==> config.mk <==
export PLATFORM = sky130hd
export DESIGN_NAME = key_slot_alloc
export DESIGN_NICKNAME = d
export VERILOG_FILES = /design/src/rtl/key_pkg.sv /design/src/rtl/popcount_n.sv /design/src/rtl/key_slot_alloc.sv
export SDC_FILE = /design/constraint.sdc
export NUM_CORES = 1
export LEC_CHECK = 0
export CAP_MARGIN = 15
export CORE_MARGIN = 2
export CORE_UTILIZATION = 50
export CTS_CLUSTER_SIZE = 16
export DETAILED_ROUTE_END_ITERATION = 8
export DONT_BUFFER_PORTS = 1
export PLACE_DENSITY = 0.74
export SLEW_MARGIN = 20
export SYNTH_ARGS = -nofsm -noshare
export SYNTH_HDL_FRONTEND = slang
export SYNTH_SLANG_ARGS = --single-unit
==> constraint.sdc <==
create_clock -name clk -period 3.3 [get_ports clk]
set_clock_uncertainty 0.1 [all_clocks]
set_input_delay 0.825 -clock clk [delete_from_list [all_inputs] [get_ports clk]]
set_output_delay 0.825 -clock clk [all_outputs]
set_load 0.005 [all_outputs]
==> src/rtl/key_pkg.sv <==
// Shared types and helpers for the key slot allocator and its lookup consumers.
// State encoding, index sizing and flat-bus slot extraction live here.
package key_pkg;

  typedef enum logic [1:0] {
    IDLE = 2'd0,
    SCAN = 2'd1,
    RESP = 2'd2
  } state_e;

  // Upper bounds for the generic slot extractor; callers truncate to their width.
  localparam int KEY_MAX_W  = 64;
  localparam int FLAT_MAX_W = 4096;

  function automatic int idx_width(input int n);
    return (n < 2) ? 1 : $clog2(n);
  endfunction

  function automatic logic [KEY_MAX_W-1:0] key_slot(input logic [FLAT_MAX_W-1:0] flat,
                                                    input int i,
                                                    input int w);
    logic [FLAT_MAX_W-1:0] shifted;
    shifted = flat >> (i * w);
    return shifted[KEY_MAX_W-1:0];
  endfunction

endpackage

==> src/rtl/popcount_n.sv <==
// N-bit population count; output width chosen by the instantiating block.
module popcount_n #(
  parameter int N     = 4,
  parameter int CNT_W = 3
) (
  input  logic [N-1:0]     bits,
  output logic [CNT_W-1:0] cnt
);

  // NOTE: every variable written in always_comb gets a default first so no latch is inferred.
  always_comb begin
    cnt = '0;
    for (int i = 0; i < N; i++) begin
      cnt = cnt + CNT_W'(bits[i]);
    end
  end

endmodule

==> src/rtl/key_slot_alloc.sv <==
// Key table allocator: fixed-latency sequential scan for a duplicate or free slot,
// writes the key, returns the slot index; frees release a slot by index.
module key_slot_alloc
  import key_pkg::*;
#(
  parameter int NR_KEY    = 4,
  parameter int KEY_WIDTH = 8,
  parameter int IDX_WIDTH = idx_width(NR_KEY)
) (
  input  logic                        clk,
  input  logic                        rst_n,
  input  logic                        alloc_valid,
  output logic                        alloc_ready,
  input  logic [KEY_WIDTH-1:0]        alloc_key,
  output logic                        resp_valid,
  input  logic                        resp_ready,
  output logic [IDX_WIDTH-1:0]        resp_idx,
  output logic                        resp_hit,
  output logic                        resp_err,
  input  logic                        free_valid,
  output logic                        free_ready,
  input  logic [IDX_WIDTH-1:0]        free_idx,
  output logic [NR_KEY*KEY_WIDTH-1:0] keys,
  output logic [NR_KEY-1:0]           valid_mask,
  output logic [IDX_WIDTH:0]          count
);

  state_e               state;
  logic [IDX_WIDTH-1:0] ptr;
  logic [KEY_WIDTH-1:0] key_q;
  logic                 found_dup;
  logic                 found_free;
  logic [IDX_WIDTH-1:0] dup_idx;
  logic [IDX_WIDTH-1:0] free_slot;

  logic [KEY_WIDTH-1:0] cur_key;
  logic                 dup_next;
  logic                 free_next;
  logic [IDX_WIDTH-1:0] dup_idx_next;
  logic [IDX_WIDTH-1:0] free_slot_next;
  logic                 last_slot;
  logic                 free_in_range;

  assign alloc_ready   = (state == IDLE);
  assign free_ready    = (state == IDLE);
  assign last_slot     = (ptr == IDX_WIDTH'(NR_KEY - 1));
  assign free_in_range = (int'(free_idx) < NR_KEY);

  // Fold the slot under the pointer into what earlier scan cycles recorded.
  always_comb begin
    cur_key        = KEY_WIDTH'(key_slot(FLAT_MAX_W'(keys), int'(ptr), KEY_WIDTH));
    dup_next       = found_dup;
    dup_idx_next   = dup_idx;
    free_next      = found_free;
    free_slot_next = free_slot;
    if (!found_dup && valid_mask[ptr] && (cur_key == key_q)) begin
      dup_next     = 1'b1;
      dup_idx_next = ptr;
    end
    if (!found_free && !valid_mask[ptr]) begin
      free_next      = 1'b1;
      free_slot_next = ptr;
    end
  end

  // NOTE: sequential state uses non-blocking assignments only, so all registers update together.
  // NOTE: the key table is reset because it feeds the lookup mux directly and must never be X.
  always_ff @(posedge clk or negedge rst_n) begin
    if (!rst_n) begin
      state      <= IDLE;
      ptr        <= '0;
      key_q      <= '0;
      found_dup  <= 1'b0;
      found_free <= 1'b0;
      dup_idx    <= '0;
      free_slot  <= '0;
      keys       <= '0;
      valid_mask <= '0;
      resp_valid <= 1'b0;
      resp_idx   <= '0;
      resp_hit   <= 1'b0;
      resp_err   <= 1'b0;
    end else begin
      case (state)
        IDLE: begin
          if (free_valid && free_in_range) begin
            valid_mask[free_idx] <= 1'b0;
          end
          if (alloc_valid) begin
            key_q      <= alloc_key;
            ptr        <= '0;
            found_dup  <= 1'b0;
            found_free <= 1'b0;
            state      <= SCAN;
          end
        end
        SCAN: begin
          found_dup  <= dup_next;
          dup_idx    <= dup_idx_next;
          found_free <= free_next;
          free_slot  <= free_slot_next;
          ptr        <= ptr + IDX_WIDTH'(1);
          if (last_slot) begin
            state      <= RESP;
            resp_valid <= 1'b1;
            if (dup_next) begin
              resp_hit <= 1'b1;
              resp_err <= 1'b0;
              resp_idx <= dup_idx_next;
            end else if (free_next) begin
              keys[KEY_WIDTH*free_slot_next +: KEY_WIDTH] <= key_q;
              valid_mask[free_slot_next] <= 1'b1;
              resp_hit <= 1'b0;
              resp_err <= 1'b0;
              resp_idx <= free_slot_next;
            end else begin
              resp_hit <= 1'b0;
              resp_err <= 1'b1;
              resp_idx <= '0;
            end
          end
        end
        RESP: begin
          if (resp_ready) begin
            resp_valid <= 1'b0;
            state      <= IDLE;
          end
        end
        default: state <= IDLE;
      endcase
    end
  end

  popcount_n #(
    .N     (NR_KEY),
    .CNT_W (IDX_WIDTH + 1)
  ) u_popcount (
    .bits (valid_mask),
    .cnt  (count)
  );

endmodule

==> impl_metrics.tcl <==
set metrics [dict create \
    status "finished clean" \
    nets 339 \
    drc 0 \
    crit_fanout 8 \
    final_area_um2 3570 \
    core_area_um2 6310 \
    globalplace.congestion 0.874 \
    drv_cap 0 \
    mostFrequentLayoutCell "dfrtp_1" \
    grt_use_total 0.208 \
    intPower_w 0.00198 \
    finalSetupViolCount 0 \
    min_period_ns 3.06 \
    drtIter0Drc 99 \
    post-route-period-util 0.926 \
    numCtsBuffers 9 \
    leakagePower_nw 1.49 \
    dr.pass1.iters 5 \
    clockBufferDepth 2 \
    crit_type "flop to flop" \
    max-slew-margin-rel 0.525 \
    whs_ns 0.0674 \
    cp-start-kind "flop" \
    finalSetupTns_ns 0 \
    h-tree-depth 3 \
    synth_area_um2 3250 \
    via_per_inst 5.55 \
    cts_tree "built" \
    ys_warn_count 0 \
    critPathCaptureType "flop" \
    stdcell_count 394 \
    start_util 0.514 \
    die_area_um2 7150 \
    ys_ff_latch 59 \
    vdd_drop_max_mv 0.541 \
    p_sw_w 0.00131 \
    drive_gt1_frac 0.177 \
    io_buffers 0 \
    hp-class "input port to async pin" \
    cts_setup_buffers 0 \
    dp_hpwl_um 4910 \
    final_util 0.565 \
    cts.reportedPaths.clkPinSlew_ns 0.07 \
    row_count 29 \
    worst_pin_slew_ns 0.709 \
    rsz0062_at_grt "no" \
    timing.rr.start "valid_mask[0]" \
    syn_nets 328 \
    cts_hold_buf 0 \
    cts.sink_count 59 \
    finalWirelength_um 7020 \
    area_growth_syn_to_layout_pct 9.94 \
    overflow 0 \
    grt_antenna_before_repair 0 \
    final_cell_mix "dfrtp_1 (59), nand2_1 (49), mux2i_1 (40)" \
    seq_area_frac_synth 0.455 \
    die_h_um 84.6 \
    syn_avg_cell_area_um2 10.8 \
    synth_cells 301 \
    combPwrFrac 0.410 \
    yosys.area.top_type "dfrtp_1" \
    grt_pass1_wl_um 11500 \
    grt_pass1_vias 2278 \
    cts-root-buf "clkbuf_8" \
    p_sw_frac 0.397 \
    antenna_left 0 \
    slew_violations 0 \
    clock_latency_ns 0.35 \
    io_pins 61 \
    yosys-top-cells-area "dfrtp_1 (45%), mux2i_1 (12%), nand2_1 (5.7%), ha_1 (4.2%), mux4_2 (4.2%)" \
    rr_endpoint "keys[12]" \
    cts_resized 0 \
    wl_per_cell_um 17.8 \
    reg2reg_depth 10 \
    r2r_slack_ns 0.24 \
    place_area_um2 3360 \
    seq_power_share 0.385 \
    diodes 0 \
    dp_cells 378 \
    synth.distinct_cells 41 \
    cp_data_required_time_ns 3.46 \
    max_freq_mhz 327 \
    yosysTopAreaCellShare 0.455 \
    powerDensity_nw_per_um2 920 \
    die_w_um 84.6 \
    worstPathArrival_ns 3.22 \
    num_vias 2185 \
    grt_max_degree 60 \
    power_frac_clock 0.206 \
    hold_viol 0 \
]
==> per-layer routing <==
metal	global-route usage	vias up	wire [um]
met4	0.0981	0	165
met5	0	-	0
met2	0.325	80	3320
met1	0.267	1063	2920
met3	0.0629	14	622
li1	-	1028	-
==> flip-flops by register name, summed over array words and instances (netlist names) <==
name / flops
ptr: 2
keys: 32
free_slot: 2
valid_mask: 4
resp_idx: 2
found_free: 1
state: 2
resp_valid: 1
resp_err: 1
found_dup: 1
dup_idx: 2
resp_hit: 1
key_q: 8
==> stage by stage <==
step / power [W] / worst slack, ns
6_report: 0.00329 / 0.244
5_1_grt: 0.00351 / 0.0704
4_1_cts: 0.00330 / 0.147
3_5_place_dp: 0.00261 / 0.173
3_3_place_gp: 0.00257 / 0.268
2_1_floorplan: 0.00223 / 0.440
==> Yosys cell counts <==
master and n:
nor2_1 10, a211o_1 2, inv_2 1, o31ai_1 3, xor2_1 2, nand3b_1 1, inv_1 35, or3_1 2
nand4b_1 1, nand2b_1 2, dfrtp_1 59, a22o_1 5, mux4_2 6, nor2b_1 4, a2111oi_4 1, o41ai_1 1
o211ai_1 1, buf_2 3, clkbuf_1 4, nor4b_2 3, and2_1 3, nand4_1 2, nand3_1 1, buf_6 6
o21a_1 1, buf_4 1, nor4b_1 1, mux2_4 1, a211oi_1 1, ha_1 11, fa_1 1, nor3b_2 1
o21ai_0 8, buf_1 2, nand2_1 49, xnor2_1 7, nor3_1 4, mux2i_1 40, a21oi_1 4, mux2_2 10
nor3_2 1
==> area by class of cell <==
cell class	count	area, um2
clock buffers	12	155
clock inverters	4	48.8
fillers	539	2740
inverters	36	135
multi-input cells	190	1540
flip-flops and latches	59	1480
well taps	77	96.3
repair buffers	16	120
==> power by group through the flow <==
stage | logic, W | clock network (W) | registers, W
6_report | 0.00135 | 0.000676 | 0.00126
5_1_grt | 0.00149 | 0.000713 | 0.00131
2_1_floorplan | 0.00109 | 0 | 0.00115
3_5_place_dp | 0.00134 | 0 | 0.00128
3_3_place_gp | 0.00130 | 0 | 0.00127
4_1_cts | 0.00135 | 0.000684 | 0.00126
==> how the worst max path moves through the flow <==
stage / startpoint / end / slack, ns
2_1_floorplan: ptr[0] / keys[0] / 0.44
4_1_cts: valid_mask[0] / keys[6] / 0.15
6_report: valid_mask[0] / keys[12] / 0.24
3_5_place_dp: valid_mask[0] / keys[6] / 0.17
5_1_grt: valid_mask[0] / keys[11] / 0.07
3_3_place_gp: valid_mask[0] / keys[2] / 0.27
==> kinds of logic (layout without fill, tap and decap cells) <==
family / count (synthesis) / count (layout) / share of synthesized area
fa+ha+maj: 12 / 12 / 0.0486
flops: 59 / 59 / 0.455
mux: 57 / 57 / 0.204
compound gates: 27 / 27 / 0.0624
simple gates: 85 / 85 / 0.129
buf+inv: 52 / 68 / 0.0763
xor+xnor: 9 / 9 / 0.0243
==> worst max-delay path, stage by stage (launching register included) <==
cell      delay, ns
dfrtp_1        0.43
mux4_2         0.55
nor2_1         0.24
mux2_4         0.21
inv_2          0.04
buf_4          0.15
ha_1           0.26
nand2b_1       0.18
nor2_1         0.54
nand2_1        0.12
mux2i_1        0.15
Note: power is estimated with default switching activity, not from simulation.
